<file path="config.mk">
export PLATFORM = sky130hd
export DESIGN_NAME = j1_io_ctrl_flat
export DESIGN_NICKNAME = d
export VERILOG_FILES = /design/src/rtl/j1_io_ctrl_pkg.sv /design/src/rtl/j1_io_ctrl_if.sv /design/src/rtl/io_slot_decode.sv /design/src/rtl/j1_io_ctrl.sv /design/src/flat_wrapper.sv
export SDC_FILE = /design/constraint.sdc
export NUM_CORES = 1
export LEC_CHECK = 0
export BUFFER_PORTS_ARGS = -buffer_cell sky130_fd_sc_hd__buf_2
export CORE_MARGIN = 3
export CORE_UTILIZATION = 47
export DETAILED_ROUTE_END_ITERATION = 16
export PLACE_DENSITY = 0.92
export SLEW_MARGIN = 30
export SYNTH_ARGS = -nofsm -noshare
export SYNTH_HDL_FRONTEND = slang
export SYNTH_HIERARCHICAL = 1
export SYNTH_SLANG_ARGS = --single-unit
</file>
<file path="constraint.sdc">
create_clock -name sys_clk_i -period 2.8 [get_ports sys_clk_i]
set_clock_uncertainty 0.05 [all_clocks]
set_input_delay 0.28 -clock sys_clk_i [delete_from_list [all_inputs] [get_ports sys_clk_i]]
set_output_delay 0.28 -clock sys_clk_i [all_outputs]
set_load 0.005 [all_outputs]
</file>
<file path="src/rtl/j1_io_ctrl_pkg.sv">
// Purpose: shared state encodings, slot-field position and abort data for the j1 I/O controller.
// Latency: none; this file holds only types and constants.
// Backpressure: none.
package j1_io_ctrl_pkg;

    typedef enum logic [1:0] {
        ST_IDLE = 2'd0,
        ST_WAIT = 2'd1,
        ST_DONE = 2'd2
    } io_state_t;

    // The slot index is the top nibble of io_addr. The low 12 bits go to the peripheral.
    localparam int SLOT_HI = 15;
    localparam int SLOT_LO = 12;
    localparam int SLOT_W  = SLOT_HI - SLOT_LO + 1;

    // Returned to the CPU on a read that is unmapped or that timed out.
    localparam logic [15:0] IO_BAD_DATA = 16'hDEAD;

endpackage

</file>
<file path="src/rtl/j1_io_ctrl_if.sv">
// Purpose: bundles the j1 CPU I/O strobes and the peripheral slot bus.
// Latency: none; this file holds wiring only.
// Backpressure: the CPU stalls while pause=1. A slot holds the access by withholding per_ack.
// Modports: master = the controller. slave = the environment, which is the CPU plus the slots.
interface j1_io_ctrl_if #(parameter int NSLOT = 4);
    logic                  io_rd;
    logic                  io_wr;
    logic [15:0]           io_addr;
    logic [15:0]           io_dout;
    logic [15:0]           io_din;
    logic                  pause;
    logic [NSLOT-1:0]      per_sel;
    logic                  per_wr;
    logic [11:0]           per_addr;
    logic [15:0]           per_wdata;
    logic [NSLOT*16-1:0]   per_rdata;
    logic [NSLOT-1:0]      per_ack;

    modport master (
        input  io_rd, io_wr, io_addr, io_dout, per_rdata, per_ack,
        output io_din, pause, per_sel, per_wr, per_addr, per_wdata
    );

    modport slave (
        output io_rd, io_wr, io_addr, io_dout, per_rdata, per_ack,
        input  io_din, pause, per_sel, per_wr, per_addr, per_wdata
    );
endinterface

</file>
<file path="src/rtl/io_slot_decode.sv">
// Purpose: converts the slot field of io_addr to a one-hot slot select and a mapped flag.
// Latency: combinational.
// Backpressure: none.
// Ports: i_slot = io_addr slot field; o_sel = one-hot slot select; o_mapped = 1 when i_slot < NSLOT.
module io_slot_decode
    import j1_io_ctrl_pkg::*;
#(
    parameter int NSLOT = 4
) (
    input  logic [SLOT_W-1:0] i_slot,
    output logic [NSLOT-1:0]  o_sel,
    output logic              o_mapped
);

    always_comb begin
        o_sel = '0;
        for (int k = 0; k < NSLOT; k++) begin
            if (i_slot == k[SLOT_W-1:0]) begin
                o_sel[k] = 1'b1;
            end
        end
        o_mapped = |o_sel;
    end

endmodule

</file>
<file path="src/rtl/j1_io_ctrl.sv">
// Purpose: sequences one select/ack handshake per j1 I/O access and logs the first faulting address.
// Latency: an ack in the first WAIT cycle gives 2 pause cycles. Each extra wait cycle adds 1. An unmapped access gives 1.
// Backpressure: pause stalls the CPU until the slot acks, the access times out, or the address is unmapped.
// Ports: sys_clk_i/sys_rst_i = clock and async active-high reset; bus = CPU and slot bus (master side);
//        err_clr_i = clear the sticky error; err_o/err_addr_o = sticky error flag and first faulting address.
module j1_io_ctrl
    import j1_io_ctrl_pkg::*;
#(
    parameter int NSLOT   = 4,
    parameter int TIMEOUT = 15
) (
    input  logic                sys_clk_i,
    input  logic                sys_rst_i,
    j1_io_ctrl_if.master        bus,
    input  logic                err_clr_i,
    output logic                err_o,
    output logic [15:0]         err_addr_o
);

    // Use at least one bit so that TIMEOUT=0 (timeout disabled) still elaborates.
    localparam int CW = (TIMEOUT < 1) ? 1 : $clog2(TIMEOUT + 1);

    io_state_t          r_state;
    logic [NSLOT-1:0]   r_sel;
    logic               r_wr;
    logic [15:0]        r_addr;
    logic [15:0]        r_wdata;
    logic [15:0]        r_din;
    logic [CW-1:0]      r_cnt;
    logic               r_err;
    logic [15:0]        r_err_addr;

    logic               w_req;
    logic [NSLOT-1:0]   w_slot_sel;
    logic               w_mapped;
    logic               w_ack;
    logic               w_tmo;
    logic [15:0]        w_rdata;
    logic               w_err_set;
    logic [15:0]        w_err_addr;

    io_slot_decode #(.NSLOT(NSLOT)) u_decode (
        .i_slot   (bus.io_addr[SLOT_HI:SLOT_LO]),
        .o_sel    (w_slot_sel),
        .o_mapped (w_mapped)
    );

    // A simultaneous rd and wr is handled as a write.
    assign w_req = bus.io_rd | bus.io_wr;

    // Only the selected slot's ack is seen. Acks from other slots are masked out.
    assign w_ack = |(bus.per_ack & r_sel);

    // This is the last WAIT cycle: the counter would reach TIMEOUT on this edge.
    assign w_tmo = (TIMEOUT != 0) && (r_cnt == CW'(TIMEOUT - 1));

    always_comb begin
        w_rdata = '0;
        for (int k = 0; k < NSLOT; k++) begin
            if (r_sel[k]) begin
                w_rdata = w_rdata | bus.per_rdata[16*k +: 16];
            end
        end
    end

    // An error is raised by an unmapped request in IDLE, or by a timeout without ack in WAIT.
    assign w_err_set  = ((r_state == ST_IDLE) && w_req && !w_mapped) ||
                        ((r_state == ST_WAIT) && !w_ack && w_tmo);
    assign w_err_addr = (r_state == ST_IDLE) ? bus.io_addr : r_addr;

    // pause must rise in the request cycle itself, so it is decoded from the state rather than registered.
    // Gating with the reset drops it at once when a reset arrives mid-access.
    assign bus.pause     = !sys_rst_i &&
                           ((r_state == ST_WAIT) || ((r_state == ST_IDLE) && w_req));
    assign bus.per_sel   = r_sel;
    assign bus.per_wr    = r_wr;
    assign bus.per_addr  = r_addr[11:0];
    assign bus.per_wdata = r_wdata;
    assign bus.io_din    = r_din;
    assign err_o         = r_err;
    assign err_addr_o    = r_err_addr;

    always_ff @(posedge sys_clk_i or posedge sys_rst_i) begin
        if (sys_rst_i) begin
            r_state    <= ST_IDLE;
            r_sel      <= '0;
            r_wr       <= 1'b0;
            r_addr     <= '0;
            r_wdata    <= '0;
            r_din      <= '0;
            r_cnt      <= '0;
            r_err      <= 1'b0;
            r_err_addr <= '0;
        end else begin
            // A new error wins over a clear. The address is overwritten only when no error is
            // already held, or when the held one is being cleared on this same edge.
            if (w_err_set) begin
                r_err <= 1'b1;
                if (!r_err || err_clr_i) begin
                    r_err_addr <= w_err_addr;
                end
            end else if (err_clr_i) begin
                r_err <= 1'b0;
            end

            case (r_state)
                ST_IDLE: begin
                    if (w_req) begin
                        r_addr  <= bus.io_addr;
                        r_wdata <= bus.io_dout;
                        r_wr    <= bus.io_wr;
                        r_cnt   <= '0;
                        if (w_mapped) begin
                            r_sel   <= w_slot_sel;
                            r_state <= ST_WAIT;
                        end else begin
                            // An unmapped write is dropped. An unmapped read returns the marker value.
                            if (!bus.io_wr) begin
                                r_din <= IO_BAD_DATA;
                            end
                            r_state <= ST_DONE;
                        end
                    end
                end
                ST_WAIT: begin
                    r_cnt <= r_cnt + CW'(1);
                    if (w_ack) begin
                        r_sel <= '0;
                        if (!r_wr) begin
                            r_din <= w_rdata;
                        end
                        r_state <= ST_DONE;
                    end else if (w_tmo) begin
                        r_sel <= '0;
                        if (!r_wr) begin
                            r_din <= IO_BAD_DATA;
                        end
                        r_state <= ST_DONE;
                    end
                end
                ST_DONE: begin
                    // The CPU takes io_din on this edge. Any strobe still high here is stale.
                    r_state <= ST_IDLE;
                end
                default: begin
                    r_state <= ST_IDLE;
                end
            endcase
        end
    end

endmodule
</file>
<file path="src/flat_wrapper.sv">
// flat-port wrapper written by rule: the top's interface ports become plain ports
module j1_io_ctrl_flat import j1_io_ctrl_pkg::*;
#(
    parameter int NSLOT   = 4,
    parameter int TIMEOUT = 15
)
  (sys_clk_i, sys_rst_i, err_clr_i, err_o, err_addr_o, bus_io_rd, bus_io_wr, bus_io_addr, bus_io_dout, bus_per_rdata, bus_per_ack, bus_io_din, bus_pause, bus_per_sel, bus_per_wr, bus_per_addr, bus_per_wdata);
  j1_io_ctrl_if #(.NSLOT(NSLOT)) bus_i ();
  input  logic sys_clk_i;
  input  logic sys_rst_i;
  input  logic err_clr_i;
  output logic err_o;
  output logic [15:0] err_addr_o;
  input wire logic [$bits(bus_i.io_rd)-1:0] bus_io_rd;
  input wire logic [$bits(bus_i.io_wr)-1:0] bus_io_wr;
  input wire logic [$bits(bus_i.io_addr)-1:0] bus_io_addr;
  input wire logic [$bits(bus_i.io_dout)-1:0] bus_io_dout;
  input wire logic [$bits(bus_i.per_rdata)-1:0] bus_per_rdata;
  input wire logic [$bits(bus_i.per_ack)-1:0] bus_per_ack;
  output wire logic [$bits(bus_i.io_din)-1:0] bus_io_din;
  output wire logic [$bits(bus_i.pause)-1:0] bus_pause;
  output wire logic [$bits(bus_i.per_sel)-1:0] bus_per_sel;
  output wire logic [$bits(bus_i.per_wr)-1:0] bus_per_wr;
  output wire logic [$bits(bus_i.per_addr)-1:0] bus_per_addr;
  output wire logic [$bits(bus_i.per_wdata)-1:0] bus_per_wdata;
  assign bus_i.io_rd = bus_io_rd;
  assign bus_i.io_wr = bus_io_wr;
  assign bus_i.io_addr = bus_io_addr;
  assign bus_i.io_dout = bus_io_dout;
  assign bus_i.per_rdata = bus_per_rdata;
  assign bus_i.per_ack = bus_per_ack;
  assign bus_io_din = bus_i.io_din;
  assign bus_pause = bus_i.pause;
  assign bus_per_sel = bus_i.per_sel;
  assign bus_per_wr = bus_i.per_wr;
  assign bus_per_addr = bus_i.per_addr;
  assign bus_per_wdata = bus_i.per_wdata;
  j1_io_ctrl #(.NSLOT(NSLOT), .TIMEOUT(TIMEOUT)) u_core (.sys_clk_i(sys_clk_i), .sys_rst_i(sys_rst_i), .bus(bus_i), .err_clr_i(err_clr_i), .err_o(err_o), .err_addr_o(err_addr_o));
endmodule
</file>
-- Word level (Yosys, flattened, before mapping)
Index checks and enable logic that the tools add are counted.
- add/sub/neg operators: 1
- $mul: 0
- divide/modulo/power cells: 0
- magnitude comparators: 0
- equality and inequality tests: 11
- shift-type cells: 0
- muxes and demuxes: 31
- bitwise logic cells: 5
- reduce and logical (&&, ||, !) cells: 24
- operators by type and width (operator ; number):
    16-bit two-way mux ; 12
    16-bit OR ; 3
    16-bit case mux with 2 select lines ; 1
    4-bit two-way mux ; 5
    4-bit case mux with 2 select lines ; 2
    4-bit by 2-bit equality test with 1-bit output, second input constant ; 2
    2-bit two-way mux ; 4
    2-bit AND reduction ; 4
    4-bit OR reduction ; 2
    1-bit two-way mux ; 6
    2-bit inequality test, second input constant ; 3
    6-bit AND reduction ; 1
    1-bit logical AND ; 5
    4-bit by 1-bit adder with 4-bit output, second input constant ; 1
    4-bit bitwise AND ; 1
    4-bit by 1-bit equality test with 1-bit output, second input constant ; 1
    4-bit equality test, second input constant ; 1
    1-bit logical NOT ; 4
    4-bit logical NOT ; 1
    2-bit by 1-bit inequality test with 1-bit output, second input constant ; 2
    2-bit case mux with 2 select lines ; 1
    4-bit AND reduction ; 1
    2-bit nonzero test ; 2
    1-bit logical OR ; 3
    4 further kinds ; 4
- flip-flop bits (word level): 76
- bits in latches: 0
- memory bits (writable): 0
- ROM bits: 0
- bits of input ports: 105
- output and inout port bits: 67
- word-level logic and storage cells: 81
- memories: 0

-- Longest topological paths before layout
Gate-level depths: netlist (run 1).
- depth in word-level cells: 10
- gate-level depth with buffers: 7
- gate-level depth less buffers: 6

-- By module
The synthesis (run 1) kept the hierarchy.
- modules (own cells, without submodules) (module ; times used ; cells each ; area each (sq um) ; seq. area each (sq um)):
    j1_io_ctrl ; 1 ; 286 ; 3728.6 ; 1901.8
    io_slot_decode ; 1 ; 5 ; 40.0 ; 0.0

-- Least setup slack after synthesis (run 1)
No wires, ideal clock.
- kind: register -> register
- start: reg u_core.r_sel[2] (netlist: u_core/bus.per_sel[2])
- end: reg u_core.r_err_addr[0] (netlist: u_core/err_addr_o[0])
- data arrival time: 1757 ps
- data required time: 2625 ps
- path slack: 868 ps
- stages on the path, launching flop included: 7
- buffers on the path: 2
- clock period less this slack: 1932 ps
- cells stage by stage: dfrtp_1 -> buf_6 -> a22oi_1 -> nand4_1 -> a21oi_4 -> buf_12 -> mux2_4
- cells in the longest elaborated chain, start to end: 7
- ends and longest elaborated chain (what ; RTL line ; RTL):
    start, declared ; j1_io_ctrl.sv:24 ; logic [NSLOT-1:0] r_sel;
    start signal, assigned ; j1_io_ctrl.sv:114 ; r_sel <= w_slot_sel;
    4-bit bitwise AND ; j1_io_ctrl.sv:52 ; assign w_ack = |(bus.per_ack & r_sel);
    4-bit OR reduction ; j1_io_ctrl.sv:52 ;
    1-bit logical NOT ; j1_io_ctrl.sv:68 ; ((r_state == ST_WAIT) && !w_ack && w_tmo);
    1-bit logical AND (2 in a row) ; j1_io_ctrl.sv:68 ;
    1-bit logical OR ; j1_io_ctrl.sv:67 ; assign w_err_set = ((r_state == ST_IDLE) && w_req && !w_mapped) ||
    2-bit AND reduction (no line) ; - ;
    end signal, assigned ; j1_io_ctrl.sv:100 ; r_err_addr <= w_err_addr;
    end, declared ; j1_io_ctrl.sv:31 ; logic [15:0] r_err_addr;
Every way passes these cells.
A chain may end at the register's enable or synchronous reset.

-- Worst setup path after layout (run 1)
- start: reg u_core.r_state[1]
- end: reg u_core.r_err_addr[4] (netlist: u_core/err_addr_o[4])
- cells in the longest elaborated chain, start to end: 5
- elaborated cells on any way between the ends: 9
- those cells by class: eq/ne: 1; mux: 1; reduce/logical: 7
- ends and longest elaborated chain (what ; RTL line ; RTL):
    start, declared ; j1_io_ctrl.sv:23 ; io_state_t r_state;
    start signal, assigned ; j1_io_ctrl.sv:85 ; r_state <= ST_IDLE;
    start signal, assigned ; j1_io_ctrl.sv:115 ; r_state <= ST_WAIT;
    start signal, assigned ; j1_io_ctrl.sv:121 ; r_state <= ST_DONE;
    2-bit by 1-bit equality test with 1-bit output / 2-bit logical NOT (equally long branches) ; j1_io_ctrl.sv:68, j1_io_ctrl.sv:67, j1_io_ctrl.sv:69 ;
    1-bit logical AND (on tied branches) (2 in a row) ; j1_io_ctrl.sv:68, j1_io_ctrl.sv:67 ;
    1-bit logical OR ; j1_io_ctrl.sv:67 ;
    2-bit AND reduction (no line) ; - ;
Several ways; a longest one is shown, not always the timed one.

==> results.cfg, run 1 <==
[critical_path]
timing.rr.start = u_core/r_state[1]
end_kind = flop
reg2reg_depth = 4
critPathArrivalTime_ns = 2.42
critPathLaunchType = flop
r2r_end = u_core/err_addr_o[4]
crit_required_ns = 2.97
r2r_slack_ns = 0.55
cp-startpoint = u_core/r_state[1]
critPathMaxFanout = 10
crit_type = flop to flop

[cts]
tritoncts = built
clockBufferDepth = 2
htree_levels = 3
numCtsBuffers = 9
cts_sinks = 76
cts_setup_buffers = 0
clk_pin_slew_ns = 0.09
cts_resized = 0
cts_root_buf = clkbuf_8
clk-insertion-delay-late_ns = 0.33

[sta]
relSlewSlack = 0.596
rsz0062_at_grt = no
worst_pin_slew_ns = 0.596
layout_min_cycle_time_ns = 2.25
fin_crit_sh = 0.803
finalHoldViolCount = 0
report.final.slew_viol_count = 0
setup_violations = 0
setup-tns-final_ns = 0
fmax_ghz = 0.445

[pwr]
power_uw = 4550
p_leak_uw = 0.00221
peakVddDrop_mv = 0.676
cellPowerDensity_nw_per_um2 = 937

[final_layout]
area_delta_synth_final_pct = 28.9
stdcell_count = 561
drive_above_1_share = 0.625
fin_nets = 561
final_cell_area_um2 = 4860
diodes = 0

[global_route]
grt_pass1_wl_um = 14700
grt.overflow.total = 0
grt_use_total = 0.208
grt_pass1_vias = 3084
grt_max_degree = 31
antenna_found_initial = 0

[drt]
drcViolationCount = 0
route.met2.wl_um = 5130
vias_per_cell = 5.45
vias = 3058
wl_met1_um = 3870
drt_iter0_markers = 166
first_pass_iters = 4
routedWlPerCell_um = 17.5
wl_um = 9790
antenna_left = 0
wl_met3_um = 651
dr.max_layer_used = met4

[place]
gp_congestion = 0.888
dp_hpwl_um = 7430
numPlacedInstances = 544
port_buffers = 171
placed_area_um2 = 4650

[synth]
netlist_area_um2 = 3770
yosysSeqAreaShare = 0.505
async_flop_share = 1.00
ys_ff_latch = 76
yosys.cell_types.count = 39
synthXorXnorAreaFrac = 0.00232
syn_inst = 291
yosys-mux-area-fraction = 0.249
synth_top_family_by_area = multiplexers
avgSynthCellArea_um2 = 13.0
synthFlopType = dfrtp_1
synth_compound_area_frac = 0.115
synth_nets = 398
yosys.area_share.adder = 0.00664
synth_edf_count = 0
yosys_warnings = 6
yosys.area_share.simple = 0.0641

[worst_hold_path]
hold_path.startpoint = bus_io_dout[4]
min_delay_path_depth = 2
hold_class = primary input to flop
hold_end = u_core/bus.per_wdata[4]

[die]
die_area_um2 = 9130
fp.dieW_um = 95.5
io_pins = 172
die_y_um = 95.5
core_um2 = 7770
rows = 32
initial_core_util = 0.485

[job]
cap_viol_max_count = 0

[run_status]
status = completed
==> logic make-up (layout without fill, tap and decap cells) <==
group                      after synthesis  after routing
muxes                                   80             80
AOI/OAI and AO/OA                       56             56
xor gates and xnor gates                 1              1
DFF                                     76             76
and+or+nand+nor                         42             42
adders and majority gates                2              2
buffers and inverters                   34            202
==> worst max-delay path: stages (launching register included) <==
cell and delay (ns):
dfrtp_1 0.51, or4_4 0.61, a21oi_4 0.38, buf_4 0.27, mux2_4 0.32
==> placed cells by master, fill, tap and decap left out, types with 2 or more instances in the layout <==
master	n
and3_1	2
ha_1	2
inv_1	2
nand3_1	12
clkbuf_8	9
clkinv_2	2
a22oi_1	34
clkinvlp_4	2
nand2_1	4
nor2_1	7
nand4_1	3
mux2_2	70
a21boi_0	5
nor4b_1	3
buf_4	10
a32o_1	4
o21ai_0	3
dfrtp_1	76
a21oi_1	3
mux2_4	10
clkinv_4	2
buf_2	171
==> cells in the mapped netlist (all sizes together), types with 2 or more instances <==
cell type  count  area, um2
a32o           4       40.0
mux2          80        938
dfrtp         76       1900
nor2           8       30.0
nor4b          3       26.3
ha             2       25.0
o21ai          4       23.8
a21boi         5       37.5
nand2          4       15.0
buf           26        190
nand3         12       60.1
inv            3       11.3
nor3           2       15.0
a21oi          4       31.3
a22oi         35        268
and3           2       12.5
clkbuf         5       18.8
nand4          3       18.8
==> power breakdown <==
| part | switching, uW | internal, uW | total, uW |
|---|---|---|---|
| combinational | 798 | 1110 | 1910 |
| sequential | 284 | 1520 | 1800 |
| clock | 420 | 416 | 836 |
| total | 1500 | 3050 | 4550 |
==> registers in the layout, indices dropped and copies added (netlist names), 2 cells and up <==
name and flops:
u_core/bus.per_sel 4, u_core/bus.per_wdata 16, u_core/r_cnt 4, u_core/r_addr 16, u_core/r_state 2, u_core/bus.io_din 16, u_core/err_addr_o 16
==> repair_timing <==
item                                   in CTS  in global routing
endpoints found under the hold margin      20                  0
setup endpoints to repair                   0                  0
hold buffers                                1                  0
==> final cells by class <==
type | count | area [um2]
timing repair buffer | 183 | 961
tap | 102 | 128
fill | 655 | 2910
clock inverter | 7 | 76.3
clock buffer | 9 | 124
multi-input combinational | 181 | 1660
sequential | 76 | 1900
inverter | 3 | 12.5
==> worst max path at each step <==
stage | end | depth (start not counted)
floorplan | u_core/bus.io_din[0] | 1
global placement | u_core/err_addr_o[7] | 6
detailed placement | u_core/err_addr_o[4] | 6
CTS | u_core/err_addr_o[4] | 4
global route | u_core/err_addr_o[4] | 5
finish | u_core/err_addr_o[4] | 4
==> metal layers <==
layer  track usage  vias up
met1         0.257     1507
met5             0        -
met4        0.0628        0
met3        0.0474       14
met2         0.361      127
li1              -     1410
==> metrics by stage <==
step	worst slack (ns)	hold WS, ns	utilization
final	0.551	0.121	0.625
after global routing	0.427	0.100	0.625
after CTS	0.563	0.104	0.625
after detailed placement	0.510	0.237	0.598
after global placement	0.590	0.234	0.598
after floorplan	0.532	0.370	-
(Power assumes the default switching activity.)
==> inputs of run 2 (changes only) <==
--- a/config.mk
+++ b/config.mk
@@ -7,9 +7,9 @@
 export LEC_CHECK = 0
 export BUFFER_PORTS_ARGS = -buffer_cell sky130_fd_sc_hd__buf_2
 export CORE_MARGIN = 3
-export CORE_UTILIZATION = 47
+export CORE_UTILIZATION = 43
 export DETAILED_ROUTE_END_ITERATION = 16
-export PLACE_DENSITY = 0.92
+export PLACE_DENSITY = 0.89
 export SLEW_MARGIN = 30
 export SYNTH_ARGS = -nofsm -noshare
 export SYNTH_HDL_FRONTEND = slang
==> constraint.sdc (replaced) <==
create_clock -name sys_clk_i -period 1.98 [get_ports sys_clk_i]
set_clock_uncertainty 0.05 [all_clocks]
set_input_delay 0.198 -clock sys_clk_i [delete_from_list [all_inputs] [get_ports sys_clk_i]]
set_output_delay 0.198 -clock sys_clk_i [all_outputs]
set_load 0.005 [all_outputs]
==> results.cfg, run 2 (synthesized netlist as in run 1, its figures left out) <==
[critical_path]
crit_type = flop to flop
crit_required_ns = 2.16
end_kind = flop
critPathLaunchType = flop
critPathMaxFanout = 16
critPathArrivalTime_ns = 2.07

[global_route]
antenna_found_initial = 0
grt_pass1_wl_um = 15600
grt_max_degree = 77
grt_pass1_vias = 3283
grt.overflow.total = 0
grt_use_total = 0.199

[cts]
htree_levels = 3
numCtsBuffers = 9
clk_pin_slew_ns = 0.09
clockBufferDepth = 2
tritoncts = built
cts_sinks = 76
cts_setup_buffers = 0
clk-insertion-delay-late_ns = 0.35
cts_root_buf = clkbuf_8

[place]
port_buffers = 171
numPlacedInstances = 553
dp_hpwl_um = 7150
gp_congestion = 0.835
post-place-ws_ns = 0.0243

[final_layout]
nFillCells = 708
layout_commonest_cell = buf_2
fin_util = 0.591
fin_nets = 569
drive_above_1_share = 0.630
area_delta_synth_final_pct = 31.3
stdcell_count = 572
diodes = 0
final_cell_mix = buf_2, dfrtp_1, mux2_2

[sta]
finalHoldViolCount = 0
rsz0062_at_grt = no
report.final.slew_viol_count = 0
layout_min_cycle_time_ns = 1.89
setup_violations = 0
fin_crit_sh = 0.956
fin_ws_ns = 0.0872
relSlewSlack = 0.495
worst_pin_slew_ns = 0.748
fmax_ghz = 0.528
timing.hold.ws_ns = 0.0210
setup-tns-final_ns = 0

[drt]
antenna_left = 0
routedWlPerCell_um = 17.0
drcViolationCount = 0
vias = 3026
drt_iter0_markers = 135
vias_per_cell = 5.29
first_pass_iters = 4
wl_um = 9720

[worst_hold_path]
hold_class = primary input to flop

[job]
cap_viol_max_count = 0

[die]
initial_core_util = 0.450
core_um2 = 8380
die_y_um = 99.6
fp.dieW_um = 99.6
io_pins = 172
rows = 33
die_area_um2 = 9920

[pwr]
cellPowerDensity_nw_per_um2 = 1300
peakVddDrop_mv = 0.849
p_leak_uw = 0.00225

[run_status]
status = completed
run 2: repair_timing:
item | CTS | global route
resized for setup | 0 | 2
endpoints found under the hold margin | 76 | 2
setup endpoints to repair | 0 | 22
hold buffers | 1 | 2
run 2: worst paths after layout:
path,startpoint,to,slack (ns),cells after the start
max in group asynchronous,sys_rst_i,u_core/r_addr[0],1.10,4
min in group asynchronous,sys_rst_i,u_core/bus.io_din[8],0.44,4
worst min-delay path,bus_io_dout[10],u_core/bus.per_wdata[10],0.02,2
worst max register to register,u_core/r_state[0],u_core/err_addr_o[11],0.09,5
worst max-delay path,u_core/r_state[0],u_core/err_addr_o[11],0.09,5
worst min register to register,u_core/bus.io_din[3],u_core/bus.io_din[3],0.45,1
run 2: through the flow:
step / cell area, um2 / power (uW)
after CTS: 4920 / 6540
after global placement: 4720 / 5230
after detailed placement: 4720 / 5390
after global routing: 4950 / 6920
final: 4950 / 6450
after floorplan: 3770 / 4440
run 2: metal layers:
layer,up-vias,global-route usage,share of wire
li1,1426,-,-
met1,1478,0.231,0.38
met2,113,0.360,0.54
met3,9,0.0491,0.071
met4,0,0.0588,0.011
met5,-,0,0
run 2: critical path, cell delays in order (launching register included):
cell     delay, ns
dfrtp_1       0.50
and2b_1       0.27
nand4_1       0.21
a21oi_4       0.22
buf_12        0.18
mux2_2        0.34
run 2: where the power goes:
group	internal (uW)	switching [uW]	total [uW]
Clock	477	623	1100
Combinational	1660	1170	2830
Sequential	2150	367	2520
Total	4290	2160	6450
run 2: final cells by class:
| class | instances | area (um2) | share of cell area |
|---|---|---|---|
| timing repair buffer | 191 | 1050 | 0.212 |
| inverter | 3 | 15.0 | 0.00303 |
| clock buffer | 9 | 124 | 0.0250 |
| tap | 105 | 131 | 0.0265 |
| sequential | 76 | 1900 | 0.384 |
| clock inverter | 7 | 58.8 | 0.0119 |
| multi-input combinational | 181 | 1670 | 0.337 |
